`src/rtl/udp_pkg.sv`:
```
// Shared types and constants for the IPv4/UDP payload extractor.
package udp_pkg;

  typedef enum logic [2:0] {
    IDLE,
    IP_HDR,
    UDP_HDR,
    PAYLOAD,
    DROP
  } state_t;

  typedef enum logic [2:0] {
    TRUNC    = 3'd0,
    ABORT    = 3'd1,
    BAD_VER  = 3'd2,
    FRAG     = 3'd3,
    NOT_UDP  = 3'd4,
    BAD_CSUM = 3'd5,
    BAD_LEN  = 3'd6,
    PORT     = 3'd7
  } drop_code_t;

  localparam logic [7:0]  IPPROTO_UDP = 8'h11;
  localparam logic [3:0]  IPV4_VER    = 4'h4;
  localparam logic [15:0] UDP_HDR_LEN = 16'd8;

endpackage

```
`src/rtl/ip_csum_acc.sv`:
```
// Byte-serial ones-complement accumulator; even bytes are the high half of a word.
module ip_csum_acc (
  input  logic        main_clk,
  input  logic        main_rst,
  input  logic        clr,
  input  logic        en,
  input  logic [7:0]  data,
  input  logic        odd,
  output logic [15:0] sum,
  output logic [15:0] sum_next
);

  logic [15:0] base;
  logic [15:0] word;
  logic [16:0] raw;

  // A clear coinciding with an enable starts a new sum from this byte.
  assign base     = clr ? 16'h0000 : sum;
  assign word     = odd ? {8'h00, data} : {data, 8'h00};
  assign raw      = {1'b0, base} + {1'b0, word};
  assign sum_next = raw[15:0] + {15'd0, raw[16]};

  always_ff @(posedge main_clk) begin
    if (main_rst)  sum <= 16'h0000;
    else if (en)   sum <= sum_next;
    else if (clr)  sum <= 16'h0000;
  end

endmodule

```
`src/rtl/udp_payload_extract.sv`:
```
// Parses IPv4 + UDP headers from a byte stream and emits the UDP payload.
module udp_payload_extract
  import udp_pkg::*;
#(
  parameter logic        FILTER_EN = 1'b0,
  parameter logic [15:0] DST_PORT  = 16'd5000
) (
  input  logic        main_clk,
  input  logic        main_rst,
  input  logic [7:0]  ip_byte,
  input  logic        ip_valid,
  input  logic        ip_sof,
  input  logic        ip_eof,
  output logic [15:0] udp_src_port,
  output logic [15:0] udp_dst_port,
  output logic [15:0] udp_len,
  output logic        hdr_valid,
  output logic [7:0]  payload_byte,
  output logic        payload_valid,
  output logic        payload_last,
  output logic        payload_err,
  output logic        pkt_drop,
  output logic [2:0]  drop_code
);

  state_t      state;
  logic [5:0]  hdr_cnt;
  logic [5:0]  hdr_bytes;
  logic [2:0]  udp_cnt;
  logic [15:0] src_sh, dst_sh, len_sh;
  logic [15:0] remaining;

  logic        csum_clr, csum_en, csum_odd;
  logic [15:0] unused_csum_sum;
  logic [15:0] csum_next;

  logic        ver_bad;
  logic        ip_last;
  logic        ip_fail;
  drop_code_t  ip_code;
  logic        udp_fail;
  drop_code_t  udp_code;

  assign csum_clr = ip_valid & ip_sof;
  assign csum_en  = ip_valid & (ip_sof | (state == IP_HDR));
  assign csum_odd = ip_sof ? 1'b0 : hdr_cnt[0];

  ip_csum_acc u_csum (
    .main_clk (main_clk),
    .main_rst (main_rst),
    .clr      (csum_clr),
    .en       (csum_en),
    .data     (ip_byte),
    .odd      (csum_odd),
    .sum      (unused_csum_sum),
    .sum_next (csum_next)
  );

  assign ver_bad = (ip_byte[7:4] != IPV4_VER) || (ip_byte[3:0] < 4'd5);
  assign ip_last = (hdr_cnt == hdr_bytes - 6'd1);

  // NOTE: every output of this block gets a default first so no latch is inferred.
  always_comb begin
    ip_fail = 1'b0;
    ip_code = TRUNC;
    if (hdr_cnt == 6'd6 && (ip_byte[5] || ip_byte[4:0] != 5'd0)) begin
      ip_fail = 1'b1;
      ip_code = FRAG;
    end else if (hdr_cnt == 6'd7 && ip_byte != 8'h00) begin
      ip_fail = 1'b1;
      ip_code = FRAG;
    end else if (hdr_cnt == 6'd9 && ip_byte != IPPROTO_UDP) begin
      ip_fail = 1'b1;
      ip_code = NOT_UDP;
    end else if (ip_last && csum_next != 16'hFFFF) begin
      ip_fail = 1'b1;
      ip_code = BAD_CSUM;
    end else if (ip_eof) begin
      ip_fail = 1'b1;
      ip_code = TRUNC;
    end
  end

  // Length and port are fully assembled by the time udp_cnt reaches 7.
  always_comb begin
    udp_fail = 1'b0;
    udp_code = TRUNC;
    if (udp_cnt != 3'd7) begin
      udp_fail = ip_eof;
    end else if (len_sh < UDP_HDR_LEN) begin
      udp_fail = 1'b1;
      udp_code = BAD_LEN;
    end else if (FILTER_EN && dst_sh != DST_PORT) begin
      udp_fail = 1'b1;
      udp_code = PORT;
    end else if (ip_eof && len_sh != UDP_HDR_LEN) begin
      udp_fail = 1'b1;
    end
  end

  // NOTE: sequential state uses non-blocking assignments so all branches see pre-edge values.
  always_ff @(posedge main_clk) begin
    if (main_rst) begin
      state         <= IDLE;
      hdr_cnt       <= '0;
      hdr_bytes     <= '0;
      udp_cnt       <= '0;
      src_sh        <= '0;
      dst_sh        <= '0;
      len_sh        <= '0;
      remaining     <= '0;
      udp_src_port  <= '0;
      udp_dst_port  <= '0;
      udp_len       <= '0;
      hdr_valid     <= 1'b0;
      payload_byte  <= '0;
      payload_valid <= 1'b0;
      payload_last  <= 1'b0;
      payload_err   <= 1'b0;
      pkt_drop      <= 1'b0;
      drop_code     <= '0;
    end else begin
      hdr_valid     <= 1'b0;
      payload_valid <= 1'b0;
      payload_last  <= 1'b0;
      payload_err   <= 1'b0;
      pkt_drop      <= 1'b0;
      if (ip_valid) begin
        if (ip_sof) begin
          hdr_cnt   <= 6'd1;
          udp_cnt   <= 3'd0;
          hdr_bytes <= {ip_byte[3:0], 2'b00};
          if (ip_eof) begin
            pkt_drop  <= 1'b1;
            drop_code <= TRUNC;
            state     <= IDLE;
          end else if (state == IP_HDR || state == UDP_HDR || state == PAYLOAD) begin
            // The old packet's abort takes the single drop pulse.
            pkt_drop  <= 1'b1;
            drop_code <= ABORT;
            state     <= ver_bad ? DROP : IP_HDR;
          end else if (ver_bad) begin
            pkt_drop  <= 1'b1;
            drop_code <= BAD_VER;
            state     <= DROP;
          end else begin
            state <= IP_HDR;
          end
        end else begin
          case (state)
            IP_HDR: begin
              hdr_cnt <= hdr_cnt + 6'd1;
              if (ip_fail) begin
                pkt_drop  <= 1'b1;
                drop_code <= ip_code;
                state     <= ip_eof ? IDLE : DROP;
              end else if (ip_last) begin
                udp_cnt <= 3'd0;
                state   <= UDP_HDR;
              end
            end
            UDP_HDR: begin
              udp_cnt <= udp_cnt + 3'd1;
              case (udp_cnt)
                3'd0:    src_sh[15:8] <= ip_byte;
                3'd1:    src_sh[7:0]  <= ip_byte;
                3'd2:    dst_sh[15:8] <= ip_byte;
                3'd3:    dst_sh[7:0]  <= ip_byte;
                3'd4:    len_sh[15:8] <= ip_byte;
                3'd5:    len_sh[7:0]  <= ip_byte;
                default: ;
              endcase
              if (udp_fail) begin
                pkt_drop  <= 1'b1;
                drop_code <= udp_code;
                state     <= ip_eof ? IDLE : DROP;
              end else if (udp_cnt == 3'd7) begin
                hdr_valid    <= 1'b1;
                udp_src_port <= src_sh;
                udp_dst_port <= dst_sh;
                udp_len      <= len_sh;
                remaining    <= len_sh - UDP_HDR_LEN;
                state        <= (len_sh == UDP_HDR_LEN) ? IDLE : PAYLOAD;
              end
            end
            PAYLOAD: begin
              payload_valid <= 1'b1;
              payload_byte  <= ip_byte;
              remaining     <= remaining - 16'd1;
              if (remaining == 16'd1) begin
                payload_last <= 1'b1;
                state        <= IDLE;
              end else if (ip_eof) begin
                payload_last <= 1'b1;
                payload_err  <= 1'b1;
                state        <= IDLE;
              end
            end
            DROP: begin
              if (ip_eof) state <= IDLE;
            end
            default: ;
          endcase
        end
      end
    end
  end

endmodule

```
`config.mk`:
```
export PLATFORM = sky130hd
export DESIGN_NAME = udp_payload_extract
export DESIGN_NICKNAME = d
export VERILOG_FILES = /design/src/rtl/udp_pkg.sv /design/src/rtl/ip_csum_acc.sv /design/src/rtl/udp_payload_extract.sv
export SDC_FILE = /design/constraint.sdc
export NUM_CORES = 1
export LEC_CHECK = 0
export CAP_MARGIN = 20
export CORE_ASPECT_RATIO = 0.7
export CORE_MARGIN = 2
export CORE_UTILIZATION = 44
export CTS_BUF_LIST = sky130_fd_sc_hd__clkbuf_8 sky130_fd_sc_hd__clkbuf_16
export DETAILED_ROUTE_END_ITERATION = 10
export PLACE_DENSITY = 0.72
export SYNTH_ARGS = -nofsm -noshare
export SYNTH_HDL_FRONTEND = slang
export SYNTH_SLANG_ARGS = --single-unit
```
`constraint.sdc`:
```
create_clock -name main_clk -period 12.5 [get_ports main_clk]
set_clock_uncertainty 0.15 [all_clocks]
set_input_delay 3.125 -clock main_clk [delete_from_list [all_inputs] [get_ports main_clk]]
set_output_delay 3.125 -clock main_clk [all_outputs]
set_load 0.03 [all_outputs]
```
[Word level (Yosys, flattened, before mapping)]
Index checks and enable logic that the tools add are counted.
Widths: inputs -> output; s select.
Cells by class
  add/subtract/negate cells: 7
  order comparisons: 2
  eq/ne operators: 30
  muxes and demuxes: 56
  bitwise gates (word level): 8
  reduce and logical (&&, ||, !) cells: 35
Operators by type and width (count)
  $mux 16: 5
  $mux 3: 25
  $pmux 16 s2: 1
  $reduce_and 4->1: 8
  $mux 1: 18
  $add 16x16->17: 1
  $add 16x1->16: 1
  $eq 16x1->1 const B: 1
  $eq 16x4->1 const B: 1
  $lt 16x4->1 const B: 1
  $ne 16x16->1 const B: 1
  $ne 16x4->1 const B: 1
  $sub 16x1->16 const B: 1
  $sub 16x4->16 const B: 1
  $ne 3x3->1 const B: 5
  $reduce_and 5->1: 3
  $eq 3x2->1 const B: 4
  $eq 3x3->1 const B: 4
  $eq 6x3->1 const B: 2
  $mux 6: 2
  $pmux 3 s2: 2
  $pmux 3 s4: 1
  $reduce_bool 5->1: 2
  $reduce_or 5->1: 2
  29 further kinds: 45
Storage, ports and cells
  flip-flop bits (word level): 160
  input bits: 13
  output and inout port bits: 64
  logic and storage cells: 160

[Depth between registers and ports, before layout]
Gate-level depths: netlist of run 1.
  depth in word-level cells: 13
  gate-level depth with buffers: 24
  depth with buffers taken out: 21

[Cells and area by module]
Synthesis of run 1 repeated with hierarchy kept, for this count alone.
Second synthesis, totals
  cells, all modules: 1127
  area total of the unflattened synthesis: 8662.1 um^2
By module, submodules not included
  udp_payload_extract: instances 1, cells each 853, area an instance 6596.3 um^2, sequential area each 2882.8 um^2
  ip_csum_acc: instances 1, cells each 274, area an instance 2065.7 um^2, sequential area each 320.3 um^2

[Least setup slack after synthesis of run 1]
Ideal clock, no wire load.
  path type: input to register
  start: in ip_valid
  end: reg drop_code[0]
  library setup time: 0.116 ns
  arrival time: 7.690 ns
  required time: 12.234 ns
  setup slack: 4.543 ns
  stages on the path: 22
  buffers on the path: 3
  cells stage by stage: clkbuf_8 > nand2_1 > clkbuf_1 > and2_1 > ha_1 > fa_1 > a211oi_4 > o211ai_1 > a21oi_2 > a21oi_1 > a21o_1 > a21o_1 > ha_1 > ha_1 > and2_1 > clkbuf_1 > or3_1 > mux2i_1 > a22oi_1 > or4b_4 > a31o_4 > o211a_1
On the way
  longest elaborated chain between the ends: 13
  elaborated cells on any way between the ends: 19
  classes of those cells: add/sub (2); eq/ne (2); mux (12); bitwise (1); reduce/logical (2)
RTL lines
  start: declaration: line udp_payload_extract.sv:11  | input logic ip_valid,
  $and 1x1->1: line udp_payload_extract.sv:44  | assign csum_clr = ip_valid & ip_sof;
  $mux 16
  $add 16x16->17: line ip_csum_acc.sv:20  | assign raw = {1'b0, base} + {1'b0, word};
  $add 16x1->16: line ip_csum_acc.sv:21  | assign sum_next = raw[15:0] + {15'd0, raw[16]};
  $ne 16x16->1: line udp_payload_extract.sv:75  | end else if (ip_last && csum_next != 16'hFFFF) begin
  $logic_and 1x1->1: line udp_payload_extract.sv:75
  $mux 3: line udp_payload_extract.sv:75
  $mux 3: line udp_payload_extract.sv:72  | end else if (hdr_cnt == 6'd9 && ip_byte != IPPROTO_UDP) begin
  $mux 3: line udp_payload_extract.sv:69  | end else if (hdr_cnt == 6'd7 && ip_byte != 8'h00) begin
  $mux 3: line udp_payload_extract.sv:66  | if (hdr_cnt == 6'd6 && (ip_byte[5] || ip_byte[4:0] != 5'd0)) begin
  $mux 3: line udp_payload_extract.sv:153  | if (ip_fail) begin
  $pmux 3 s2: line udp_payload_extract.sv:150  | case (state)
  $mux 3: line udp_payload_extract.sv:129  | if (ip_sof) begin
  end signal: assignment: line udp_payload_extract.sv:155  | drop_code <= ip_code;
  end signal: assignment: line udp_payload_extract.sv:175  | drop_code <= udp_code;
  end: declaration: line udp_payload_extract.sv:23  | output logic [2:0] drop_code
Parallel ways exist; a longest one is shown, timed or not. The select of a mux whose other input is x is not followed.
A chain may end at the register's enable or synchronous reset.

[Final worst setup path of run 1]
  start: in ip_sof
  end: reg udp_cnt[2]
On the way
  longest elaborated chain between the ends: 12
  elaborated cells on any way between the ends: 17
  classes of those cells: add/sub (2); eq/ne (3); mux (8); bitwise (1); reduce/logical (3)
RTL lines
  start: declaration: line udp_payload_extract.sv:12  | input logic ip_sof,
  $and 1x1->1 / $mux 1 (equally long branches): line udp_payload_extract.sv:44, udp_payload_extract.sv:46
  $mux 16 (on tied branches)
  $add 16x16->17: line ip_csum_acc.sv:20
  $add 16x1->16: line ip_csum_acc.sv:21
  $ne 16x16->1: line udp_payload_extract.sv:75
  $logic_and 1x1->1: line udp_payload_extract.sv:75
  $mux 1: line udp_payload_extract.sv:75
  $mux 1: line udp_payload_extract.sv:72
  $mux 1: line udp_payload_extract.sv:69
  $mux 1: line udp_payload_extract.sv:66
  $ne 3x3->1 (no line)
  $reduce_and 4->1 (no line)
  end signal: assignment: line udp_payload_extract.sv:163  | udp_cnt <= udp_cnt + 3'd1;
  end: declaration: line udp_payload_extract.sv:29  | logic [2:0] udp_cnt;
Parallel ways exist; a longest one is shown, timed or not.

==> results of run 1 <==
-- sequential cells by signal, summed over array words and instances, names as in the netlist --
| register | count |
|---|---|
| dst_sh | 16 |
| payload_last | 1 |
| udp_src_port | 16 |
| hdr_bytes | 4 |
| udp_len | 16 |
| u_csum.sum | 16 |
| payload_byte | 8 |
| src_sh | 16 |
| hdr_valid | 1 |
| pkt_drop | 1 |
| drop_code | 3 |
| remaining | 16 |
| hdr_cnt | 6 |
| payload_valid | 1 |
| len_sh | 16 |
| payload_err | 1 |
| state | 3 |
| udp_cnt | 3 |
| udp_dst_port | 16 |
-- through the flow --
stage	setup WS [ps]	utilization [%]	instances	hold WS [ps]	power [W]
final	3350	52.5	1405	299	0.00115
after global routing	2970	52.5	1405	317	0.00119
after detailed placement	2950	49.5	1374	296	0.000650
after global placement	3140	49.5	1374	293	0.000649
after floorplan	4540	-	1098	277	0.000620
after CTS	3410	52.5	1405	303	0.00115
-- cells in the mapped netlist (3+ instances only) --
| cell | count | share of area (%) |
|---|---|---|
| nand4_1 | 8 | 0.59 |
| nor4_1 | 8 | 0.59 |
| ha_1 | 32 | 4.7 |
| a311oi_1 | 4 | 0.41 |
| nor2_1 | 89 | 3.9 |
| dfxtp_1 | 160 | 38 |
| xnor2_1 | 19 | 1.9 |
| nor3b_1 | 6 | 0.53 |
| mux2i_1 | 18 | 2.1 |
| nor2b_1 | 12 | 0.88 |
| nor4b_1 | 4 | 0.41 |
| a22oi_1 | 5 | 0.44 |
| a31oi_1 | 4 | 0.29 |
| a21oi_1 | 150 | 8.8 |
| and3_1 | 16 | 1.2 |
| inv_1 | 20 | 0.88 |
| a211oi_1 | 13 | 1.1 |
| or2_2 | 4 | 0.29 |
| clkbuf_1 | 61 | 2.7 |
| buf_1 | 5 | 0.22 |
| xor2_1 | 15 | 1.5 |
| o32ai_1 | 3 | 0.31 |
| o21ai_0 | 37 | 2.2 |
| o211a_1 | 4 | 0.47 |
| o21bai_1 | 3 | 0.26 |
| o21ai_2 | 3 | 0.31 |
| or3_1 | 11 | 0.81 |
| nand3_1 | 49 | 2.9 |
| o21a_1 | 6 | 0.53 |
| nor3_1 | 22 | 1.3 |
| o21ai_1 | 3 | 0.18 |
| nand2_1 | 207 | 9.1 |
| o211ai_1 | 12 | 1.1 |
| a21o_1 | 6 | 0.53 |
| and2_1 | 24 | 1.8 |
-- logic make-up after synthesis --
logic type / synth area share, %
buffers and inverters: 4.35
adders and majority gates: 4.92
DFF: 37.5
muxes: 2.11
AOI/OAI and AO/OA: 20.4
and+or+nand+nor: 26.5
xor gates and xnor gates: 4.19
-- power groups by stage --
stage / Combinational, W / Clock [W] / Sequential [W]
after floorplan: 0.0000883 / 0 / 0.000531
after global placement: 0.000116 / 0 / 0.000533
after detailed placement: 0.000117 / 0 / 0.000533
after CTS: 0.000117 / 0.000516 / 0.000522
after global routing: 0.000130 / 0.000536 / 0.000522
final: 0.000120 / 0.000510 / 0.000522
-- per-layer routing --
| layer | vias up | wire [microns] | GRT usage, % |
|---|---|---|---|
| met4 | 0 | 281 | 5.45 |
| met3 | 29 | 1790 | 5.99 |
| met2 | 297 | 9850 | 33.1 |
| met1 | 3734 | 12100 | 36.1 |
| met5 | - | 0 | 0 |
| li1 | 3891 | - | - |
-- path summary, 6_finish.rpt --
check	endpoint	startpoint	depth (start not counted)
hold reg to reg	udp_dst_port[2]	dst_sh[2]	2
setup / recovery	udp_cnt[2]	ip_sof	22
setup reg to reg	udp_cnt[2]	hdr_cnt[0]	20
hold / removal	udp_dst_port[2]	dst_sh[2]	2
-- area by class of cell --
cell class | instances | share of cell area [%]
repair buffers | 83 | 8.14
well taps | 264 | 3.32
multi-input cells | 847 | 49.9
clock buffers | 18 | 4.41
inverters | 20 | 0.754
clock inverters | 13 | 1.29
flip-flops and latches | 160 | 32.2
-- critical path: stages --
cell and delay, ps:
clkdlybuf4s50_1 770, nand2_1 530, and2_1 350, ha_1 230
fa_1 450, a211oi_4 370, o211ai_1 180, a21oi_2 300
a21oi_1 180, a21o_1 210, a21o_1 220, ha_1 220
ha_1 210, and2_1 240, nor2_1 190, nand4_1 110
nor3_1 150, o2111ai_1 160, or4b_4 590, o21ai_1 170
and2_1 200, o32ai_1 100
==> results.cfg, run 1 <==
[floorplanning]
fp-row-count = 42
die-area_sq_mm = 0.0206
start_util_pct = 45.0
dieWidth_microns = 170
coreArea_sq_mm = 0.0190
io_pins = 77
die_y_microns = 121

[worst_setup_path]
ff2ff_setup_slack_ps = 6660
worst_setup_path_end_kind = flop
startpoint_type = primary input
cp.required_ps = 12630
path_class = in2reg
arrival_ps = 9280
path_max_fanout = 20

[power]
p_sw_share_pct = 27.1
power_density_mw_per_mm2 = 116
power.share.clock_pct = 44.3
p_int_w = 0.000840
ir_drop_mv = 0.0837
seqPwrFrac_pct = 45.3
power_frac_comb_pct = 10.4
power_switching_w = 0.000312
leakage_nw = 3.63

[placed_design]
hpwl_microns = 16200
placed_area_sq_mm = 0.00939
gp_congestion = 0.923
portBuffers = 76

[yosys]
syn-instance-count = 1098
syn_avg_cell_area_sq_um = 7.77
synth_cell_types = 76
synth_seq_cells = 160
synth_nets = 1144
ys_seq_area_share_pct = 37.5
ys.flop_type = dfxtp_1
async_flop_share_pct = 0
synth_warnings = 0
synth_edf_count = 0
synthesis.area_sq_mm = 0.00854

[clock_tree]
clk_pin_slew_worst_paths_ps = 60
post_cts_buffers = 0
cts_tree = done
clock_path_buffers = 2
htree_levels = 4
cts_made_buffers = 17
clock_sinks = 160
hold_buffers = 0
cts_resized = 0
clock_latency_ps = 430
clockRootBuffer = clkbuf_16

[sta]
setup_violations = 0
finalHoldViolCount = 0
max_freq_ghz = 0.109
tightest_slew_ps = 1130
rsz0062_at_grt = no
drv_slew = 0
period_needed_ps = 9150
min_period_over_period_pct = 73.2
relSlewSlack_pct = 24.4
setup_tns_ps = 0

[global_routing]
grt_usage_pct = 23.7
grt_pass1_wl_microns = 38200
grt_pass1_vias = 7186
grt_max_degree = 108
gr-total-overflow = 0
antenna_found_initial = 0

[final_layout]
nets = 1175
layout_commonest_cell = nand2_1
final_cell_area_sq_mm = 0.00995
regArea_sq_mm = 0.00320
multi_input_area_sq_mm = 0.00497
antennaDiodeCount = 0
syn2layout_area_growth_pct = 16.6
post_route_cells_drive_above_1_share_pct = 6.40
nFillCells = 1803
final_cell_mix = nand2_1 (207), dfxtp_1 (160), a21oi_1 (150)

[routing]
vias = 7951
postRouteAntennaNets = 0
drtIter0Drc = 737
vias_per_cell = 5.66
wire_per_inst_microns = 17.1
drt-pass1-iter-count = 6
drt-total-wl_microns = 24000
drc = 0

[run_status]
status = finished, final reports clean

[job]
drv_cap = 0

[hold_path]
hold_class = reg2reg
Note: power is estimated with default switching activity, not from simulation.
==> run 2, diff against run 1 <==
--- a/config.mk
+++ b/config.mk
@@ -11,7 +11,7 @@
 export CORE_UTILIZATION = 44
 export CTS_BUF_LIST = sky130_fd_sc_hd__clkbuf_8 sky130_fd_sc_hd__clkbuf_16
 export DETAILED_ROUTE_END_ITERATION = 10
-export PLACE_DENSITY = 0.72
+export PLACE_DENSITY = 0.74
 export SYNTH_ARGS = -nofsm -noshare
 export SYNTH_HDL_FRONTEND = slang
 export SYNTH_SLANG_ARGS = --single-unit
==> constraint.sdc (replaced) <==
create_clock -name main_clk -period 7.8 [get_ports main_clk]
set_clock_uncertainty 0.15 [all_clocks]
set_input_delay 1.95 -clock main_clk [delete_from_list [all_inputs] [get_ports main_clk]]
set_output_delay 1.95 -clock main_clk [all_outputs]
set_load 0.03 [all_outputs]
==> run 2 against run 1 <==
Compared with the run above: design area increased by 1.7%; routed wire length up 1.8%; final cell count increased by 1.1%; non-clock buffer count rose by 15; sequential power grew 60%; highest routed layer unchanged.
==> results.cfg, run 2 (synthesis results as in run 1) <==
[floorplanning]
fp-row-count = 42
die_y_microns = 121
die-area_sq_mm = 0.0206
dieWidth_microns = 170
coreArea_sq_mm = 0.0190
start_util_pct = 45.0
io_pins = 77

[routing]
drt-pass1-iter-count = 5
drtIter0Drc = 883
drc = 0
drt-total-wl_microns = 24500
vias = 8070
postRouteAntennaNets = 0
vias_per_cell = 5.68
wire_per_inst_microns = 17.2

[placed_design]
gp_congestion = 0.890
hpwl_microns = 16600
portBuffers = 76

[power]
seqPwrFrac_pct = 44.4
power_switching_w = 0.000550
power_density_mw_per_mm2 = 186
ir_drop_mv = 0.151
power_frac_comb_pct = 10.7
p_int_w = 0.00133
p_sw_share_pct = 29.2
leakage_nw = 3.72
power.share.clock_pct = 44.9

[worst_setup_path]
startpoint_type = primary input
path_class = in2reg
r2r-start = hdr_cnt[0]
path_max_fanout = 9
worst_setup_path_end_kind = flop
arrival_ps = 7400
cp.required_ps = 7950
critPathLaunch = ip_sof

[global_routing]
grt_usage_pct = 24.1
grt_pass1_vias = 7281
grt_max_degree = 112
antenna_found_initial = 0
gr-total-overflow = 0
grt_pass1_wl_microns = 39100

[sta]
tightest_slew_ps = 1010
rsz0062_at_grt = no
drv_slew = 0
setup_tns_ps = 0
setup_violations = 0
max_freq_ghz = 0.138
min_period_over_period_pct = 93.0
period_needed_ps = 7250
relSlewSlack_pct = 32.0
finalHoldViolCount = 0

[clock_tree]
cts_tree = done
clock_latency_ps = 430
hold_buffers = 0
clock_sinks = 160
cts_made_buffers = 17
clock_path_buffers = 2
post_cts_buffers = 0
htree_levels = 4
cts_resized = 0
clk_pin_slew_worst_paths_ps = 80
clockRootBuffer = clkbuf_16

[final_layout]
layout_commonest_cell = nand2_1
fin_util_pct = 53.4
syn2layout_area_growth_pct = 18.6
antennaDiodeCount = 0
nets = 1190
nFillCells = 1747
post_route_cells_drive_above_1_share_pct = 7.69
final_cell_mix = nand2_1 (207), dfxtp_1 (160), a21oi_1 (150)

[hold_path]
min-delay-start = dst_sh[0]
hold_class = reg2reg

[run_status]
status = finished, final reports clean

[job]
drv_cap = 0
run 2: changes by cell type in the layout (fill, tap and decap cells not counted):
cell       delta
clkinv_4      -1
inv_8         +5
buf_4        +14
clkinv_8      +5
buf_16        +1
clkinv_2      -2
clkbuf_8      -1
bufinv_16     -1
inv_6         -4
run 2: layer usage:
metal	GRT usage [%]	share of wire (%)
met1	37.5	50
met2	33.2	40
met3	4.55	7.5
met4	6.84	1.6
met5	0	0
run 2: power by group through the flow:
stage | registers [W] | logic (W) | clock network [W]
after floorplan | 0.000852 | 0.000141 | 0
after global placement | 0.000855 | 0.000195 | 0
after global routing | 0.000837 | 0.000218 | 0.000891
after CTS | 0.000835 | 0.000196 | 0.000852
after detailed placement | 0.000854 | 0.000194 | 0
final | 0.000836 | 0.000202 | 0.000847
run 2: cell type report:
cell class / count / area (sq um) / area share [%]
sequential: 160 / 3200 / 31.6
timing repair buffer: 98 / 943 / 9.32
multi-input combinational: 847 / 4970 / 49.0
clock inverter: 15 / 183 / 1.80
inverter: 20 / 75.1 / 0.741
tap: 264 / 330 / 3.26
clock buffer: 17 / 425 / 4.20
run 2: final timing paths:
kind	end	slack, ps	depth (start not counted)
setup / recovery	drop_code[1]	550	22
hold / removal	udp_dst_port[0]	300	2
setup reg to reg	drop_code[1]	1910	21
hold reg to reg	udp_dst_port[0]	300	2
run 2: worst max-delay path, cell delays in order:
cell	delay [ps]
clkdlybuf4s50_1	540
inv_1	170
and3_1	230
ha_1	250
fa_1	460
a211oi_4	290
o211ai_1	180
a21oi_2	290
a21oi_1	190
a21o_1	210
a21o_1	200
ha_1	210
ha_1	200
and2_1	240
nor2_1	220
nand4_1	120
nor3_1	250
o2111ai_1	160
or4b_4	570
a31o_4	290
mux2i_1	150
nor2_1	50
run 2: metrics by stage:
step                cells  setup slack, ps  cell area (sq um)  hold slack (ps)  total power, W
finish               1421              549              10100              302         0.00188
floorplan            1098             1020               8540              277        0.000993
detailed placement   1388              223               9490              293         0.00105
global placement     1388              401               9490              292         0.00105
global route         1421              287              10100              316         0.00195
CTS                  1420              657              10100              304         0.00188
==> RTL change 1: new RTL, config.mk and constraints of run 2 <==
Set the parameter `FILTER_EN` to 1'b1 (it was 1'b0).
--- a/src/rtl/udp_payload_extract.sv
+++ b/src/rtl/udp_payload_extract.sv
@@ -2,7 +2,7 @@
 module udp_payload_extract
   import udp_pkg::*;
 #(
-  parameter logic        FILTER_EN = 1'b0,
+  parameter logic        FILTER_EN = 1'b1,
   parameter logic [15:0] DST_PORT  = 16'd5000
 ) (
   input  logic        main_clk,
Function: no difference found for any inputs over 4 cycles, from zero or initial values and one cycle with main_rst high; that may be too few to reach the edited logic, so the function may still have changed.
==> RTL change 1 against run 2 <==
  * Critical path depth unchanged
  * Cell area increased by 0.54%
  * Non-clock buffer count grew 16
  * Largest power group unchanged
  * Critical endpoint is now state[1]
  * Sequential cell count unchanged
  * Total power increased by 2.3%
  * Area after synthesis decreased by 1.1%
  * Wire length shrank 3.8%
  * Setup slack got worse by 270 ps
==> RTL change 1: results (changes against run 2) <==
<table>
<tr><th>Metric</th><th>Value</th></tr>
<tr><th colspan="2">Outcome</th></tr>
<tr><td>Result of the run</td><td>finished, final reports clean</td></tr>
<tr><th colspan="2">Synth</th></tr>
<tr><td>Library cells used by synthesis</td><td>75 (-1.3%)</td></tr>
<tr><td>Synth Area per Inst</td><td>7.823 sq um (+0.61%)</td></tr>
<tr><td>Leading cell types by total area after synthesis</td><td>dfxtp_1, a21oi_1, nand2_1</td></tr>
<tr><td>Register area share after synthesis</td><td>37.95% (+0.43 points)</td></tr>
<tr><th colspan="2">Power and ir drop</th></tr>
<tr><td>Sequential group share of total power</td><td>43.5% (-0.9 points)</td></tr>
<tr><td>Internal power component</td><td>0.001354 W (+1.5%)</td></tr>
<tr><td>IR drop worst, VDD</td><td>174.2 uV (+15%)</td></tr>
<tr><th colspan="2">Detailed routing</th></tr>
<tr><td>Drt first-iter violations</td><td>800 (-9.4%)</td></tr>
<tr><td>Met3 wire len</td><td>1907 um (+4.0%)</td></tr>
<tr><td>DR WL met2</td><td>9559 um (-3.5%)</td></tr>
<tr><td>Metal-1 WL</td><td>11,750 um (-4.9%)</td></tr>
<tr><td>Vias per Instance</td><td>5.771 (+1.6%)</td></tr>
<tr><td>Vias</td><td>8,062 (-0.099%)</td></tr>
<tr><th colspan="2">Layout</th></tr>
<tr><td>Ratio of cells with drive above 1 in the final layout</td><td>7.619% (-0.073 points)</td></tr>
<tr><td>Layout net count</td><td>1,188 (-0.17%)</td></tr>
<tr><td># fillers</td><td>1,684 (-3.6%)</td></tr>
<tr><th colspan="2">STA</th></tr>
<tr><td>Pin slew with the least headroom to its limit</td><td>1048 ps (+34.32 ps)</td></tr>
<tr><th colspan="2">Critical path</th></tr>
<tr><td>Arrival time worst endpoint</td><td>7720 ps (+320 ps)</td></tr>
<tr><th colspan="2">GRT</th></tr>
<tr><td>Maximum number of pins on one net before global-route repair</td><td>87 (-22%)</td></tr>
<tr><td>Met3 Usage GRT</td><td>4.683% (+0.13 points)</td></tr>
<tr><td>Met2 Usage GRT</td><td>32.93% (-0.27 points)</td></tr>
<tr><td>Met1 usage</td><td>36.75% (-0.72 points)</td></tr>
<tr><td>Global router's overall resource usage</td><td>23.61% (-0.46 points)</td></tr>
<tr><td>Wire length of the first global-routing pass</td><td>38,660 um (-1.1%)</td></tr>
<tr><th colspan="2">Place</th></tr>
<tr><td>Post-detailed-placement half-perimeter wirelength</td><td>16,470 um (-0.80%)</td></tr>
</table>
RTL change 1: path summary, 6_finish.rpt:
check / cells past startpoint / end / slack (ps)
min: 2 / udp_len[0] / 310
max reg2reg: 22 / state[1] / 2030
min reg2reg: 2 / udp_len[0] / 310
max: 22 / state[1] / 280
RTL change 1: logic make-up after synthesis:
logic type | synth area share (%)
adder cells (fa/ha/maj) | 4.981
flip-flops | 37.95
buffers and inverters | 4.239
multiplexers | 3.232
AO/OA/AOI/OAI | 18.54
AND/OR/NAND/NOR | 27.22
XOR/XNOR | 3.839
RTL change 1: per-stage QoR:
stage | instance area [sq um] | worst slack (ps) | total power, W
3_5_place_dp | 9508 | 11.71 | 0.001061
2_1_floorplan | 8441 | 183.9 | 0.0009983
3_3_place_gp | 9508 | 151.1 | 0.001060
4_1_cts | 10150 | 410.0 | 0.001927
6_report | 10180 | 276.9 | 0.001927
5_1_grt | 10180 | 32.29 | 0.001998
RTL change 1: area by class of cell:
class	count	share of cell area (%)
repair buffers	114	10.44
well taps	242	2.974
clock buffers	17	4.178
flip-flops and latches	160	31.46
clock inverters	15	2.101
multi-input cells	826	48.00
inverters	23	0.8479
RTL change 1: power by group through the flow:
| stage | logic, W | clock network, W | registers (W) |
|---|---|---|---|
| 2_1_floorplan | 0.000145 | 0 | 0.000853 |
| 3_3_place_gp | 0.000203 | 0 | 0.000857 |
| 3_5_place_dp | 0.000204 | 0 | 0.000857 |
| 4_1_cts | 0.000206 | 0.000883 | 0.000838 |
| 5_1_grt | 0.000232 | 0.000927 | 0.000840 |
| 6_report | 0.000211 | 0.000877 | 0.000839 |
RTL change 1: worst min-delay path: stages, from the launching register on:
cell,delay (ps)
dfxtp_1,310
nand2_1,50
a21oi_1,50
==> RTL change 2: new RTL, settings of run 2 <==
Made on the original files. Re-encode `state_t` (5 states) as Gray code, 3 bits wide.
--- a/src/rtl/udp_pkg.sv
+++ b/src/rtl/udp_pkg.sv
@@ -2,11 +2,11 @@
 package udp_pkg;
 
   typedef enum logic [2:0] {
-    IDLE,
-    IP_HDR,
-    UDP_HDR,
-    PAYLOAD,
-    DROP
+    IDLE    = 3'b000,
+    IP_HDR  = 3'b001,
+    UDP_HDR = 3'b011,
+    PAYLOAD = 3'b010,
+    DROP    = 3'b110
   } state_t;
 
   typedef enum logic [2:0] {
Function: no difference found for any inputs over 4 cycles, from zero or initial values and one cycle with main_rst high; so few cycles prove little.
==> RTL change 2 against run 2 <==
  * Area after synthesis up 1.3%
  * First-iteration DRC count down 6.2%
  * Cell area up 1.3%
  * Sequential share of layout area down 0.40 points
  * Total power up 2.0%
  * Sequential cell count unchanged
  * Wire length down 1.5%
  * Synthesized cell count down 0.64%
  * Count of clock-buffer cells in the layout unchanged
  * Setup slack worse by 37 ps
  * Via count down 0.53%
  * Combinational power up 16%
  * Critical endpoint is now drop_code[0]
  * Largest cell class unchanged
==> RTL change 2: results (changes against run 2) <==
<table>
<tr><th>Metric</th><th>Value</th></tr>
<tr><th colspan="2">Outcome</th></tr>
<tr><td>Result of the run</td><td>finished, final reports clean</td></tr>
<tr><th colspan="2">Place</th></tr>
<tr><td>Placed instance count</td><td>1,392 (+0.29%)</td></tr>
<tr><td>Post-detailed-placement half-perimeter wirelength</td><td>16,460 um (-0.87%)</td></tr>
<tr><td>Final weighted congestion in routability-driven placement</td><td>0.9008 (+1.2%)</td></tr>
<tr><th colspan="2">Synth</th></tr>
<tr><td>Register area share after synthesis</td><td>37.04% (-0.48 points)</td></tr>
<tr><td>Library cells used by synthesis</td><td>77 (+1.3%)</td></tr>
<tr><td>Most frequent cells after synthesis</td><td>nand2_1, dfxtp_1, nor2_1, a21oi_1, clkbuf_1</td></tr>
<tr><td>Leading cell types by total area after synthesis</td><td>dfxtp_1, nand2_1, a21oi_1</td></tr>
<tr><td>Synth Area per Inst</td><td>7.926 sq um (+1.9%)</td></tr>
<tr><td>Total nets after synthesis</td><td>1,137 (-0.61%)</td></tr>
<tr><td>Number of synthesis warnings</td><td>0 (unchanged)</td></tr>
<tr><th colspan="2">Layout</th></tr>
<tr><td>Layout net count</td><td>1,194 (+0.34%)</td></tr>
<tr><td>Number of diodes added for antenna fixing</td><td>0 (unchanged)</td></tr>
<tr><td>Ratio of cells with drive above 1 in the final layout</td><td>7.752% (+0.060 points)</td></tr>
<tr><th colspan="2">Detailed routing</th></tr>
<tr><td>Routed wire per std cell</td><td>16.93 um (-1.7%)</td></tr>
<tr><td>Vias per Instance</td><td>5.633 (-0.81%)</td></tr>
<tr><td>Drt first-iter violations</td><td>828 (-6.2%)</td></tr>
<tr><th colspan="2">STA</th></tr>
<tr><td>Headroom to the max-slew limit</td><td>26.84% (-5.2 points)</td></tr>
<tr><th colspan="2">GRT</th></tr>
<tr><td>Maximum number of pins on one net before global-route repair</td><td>102 (-8.9%)</td></tr>
<tr><td>Global router's overall resource usage</td><td>23.29% (-0.78 points)</td></tr>
<tr><td>Wire length of the first global-routing pass</td><td>38,230 um (-2.2%)</td></tr>
<tr><td>Via count of the first global-routing pass</td><td>7,320 (+0.54%)</td></tr>
<tr><th colspan="2">Critical path</th></tr>
<tr><td>Highest fanout seen on the critical path</td><td>21 (+12)</td></tr>
<tr><th colspan="2">Power and ir drop</th></tr>
<tr><td>Leakage power total</td><td>3.796 nW (+2.0%)</td></tr>
<tr><td>IR drop worst, VDD</td><td>96.83 uV (-36%)</td></tr>
<tr><td>Internal power component</td><td>0.001372 W (+2.8%)</td></tr>
<tr><th colspan="2">CTS</th></tr>
<tr><td>Clock buffer count from CTS</td><td>17 (unchanged)</td></tr>
</table>
RTL change 2: cell types whose count changed after synthesis, moves of 12 or more:
cell and change:
a21oi_1 -45, nand3_1 -16, and2_1 +13, nand2_1 -14
nor2_1 +18, mux2i_1 +29, nor3_1 +12
RTL change 2: per-layer routing:
metal | up-vias | GRT usage [%] | wire length, um
li1 | 3922 | - | -
met4 | 0 | 4.608 | 222
met1 | 3789 | 35.17 | 12230
met5 | - | 0 | 0
met2 | 293 | 33.81 | 9924
met3 | 23 | 5.023 | 1748
RTL change 2: metrics by stage:
stage / util, % / setup slack (ps) / total power, W / cell area [sq um]
after floorplan: - / 751.9 / 0.001025 / 8647
after global placement: 50.49 / 370.4 / 0.001083 / 9632
after detailed placement: 50.49 / 242.8 / 0.001085 / 9632
after CTS: 53.63 / 672.1 / 0.001926 / 10230
after global routing: 53.77 / 154.4 / 0.001988 / 10260
final: 53.77 / 512.1 / 0.001923 / 10260
RTL change 2: logic make-up (layout without fill, tap and decap cells):
family / Yosys count / in the layout / share of synthesized area [%]
XOR/XNOR: 39 / 39 / 4.384
AO/OA/AOI/OAI: 236 / 236 / 17.13
multiplexers: 47 / 47 / 5.441
AND/OR/NAND/NOR: 487 / 487 / 26.48
adder cells (fa/ha/maj): 33 / 33 / 4.862
buffers and inverters: 89 / 159 / 4.659
flip-flops: 160 / 160 / 37.04
RTL change 2: path summary, 6_finish.rpt:
path	from	endpoint	slack (ps)
setup / recovery	ip_sof	drop_code[0]	510
hold / removal	udp_src_port[13]	udp_src_port[13]	300
setup reg to reg	hdr_cnt[0]	drop_code[0]	2230
hold reg to reg	udp_src_port[13]	udp_src_port[13]	300
RTL change 2: cell type report:
class | count | area [sq um]
inverters | 23 | 86.33
clock inverters | 15 | 172.7
repair buffers | 104 | 988.4
multi-input cells | 842 | 5051
clock buffers | 17 | 425.4
well taps | 264 | 330.3
flip-flops and latches | 160 | 3203
fillers | 1722 | 8818
RTL change 2: worst max-delay path, stage by stage:
cell and delay, ps:
clkdlybuf4s50_1 440, buf_4 220, nand2b_1 270, and2_1 230, ha_1 430, nand3_1 170
o221a_1 280, o221a_2 300, o21bai_1 130, a21oi_1 80, nor2b_1 110, o21ai_0 80
nand2b_1 140, ha_1 180, ha_1 180, and2_1 240, and2_0 270, nor4b_1 370
xnor2_1 200, nand4_1 230, a211o_2 370, a311oi_1 390, o2bb2ai_1 150
RTL change 2: power by group through the flow:
stage | clock [W] | sequential (W) | combinational (W)
after global placement | 0 | 0.000858 | 0.000224
final | 0.000848 | 0.000840 | 0.000234
after floorplan | 0 | 0.000856 | 0.000169
after global routing | 0.000893 | 0.000841 | 0.000254
after CTS | 0.000858 | 0.000840 | 0.000229
after detailed placement | 0 | 0.000859 | 0.000226
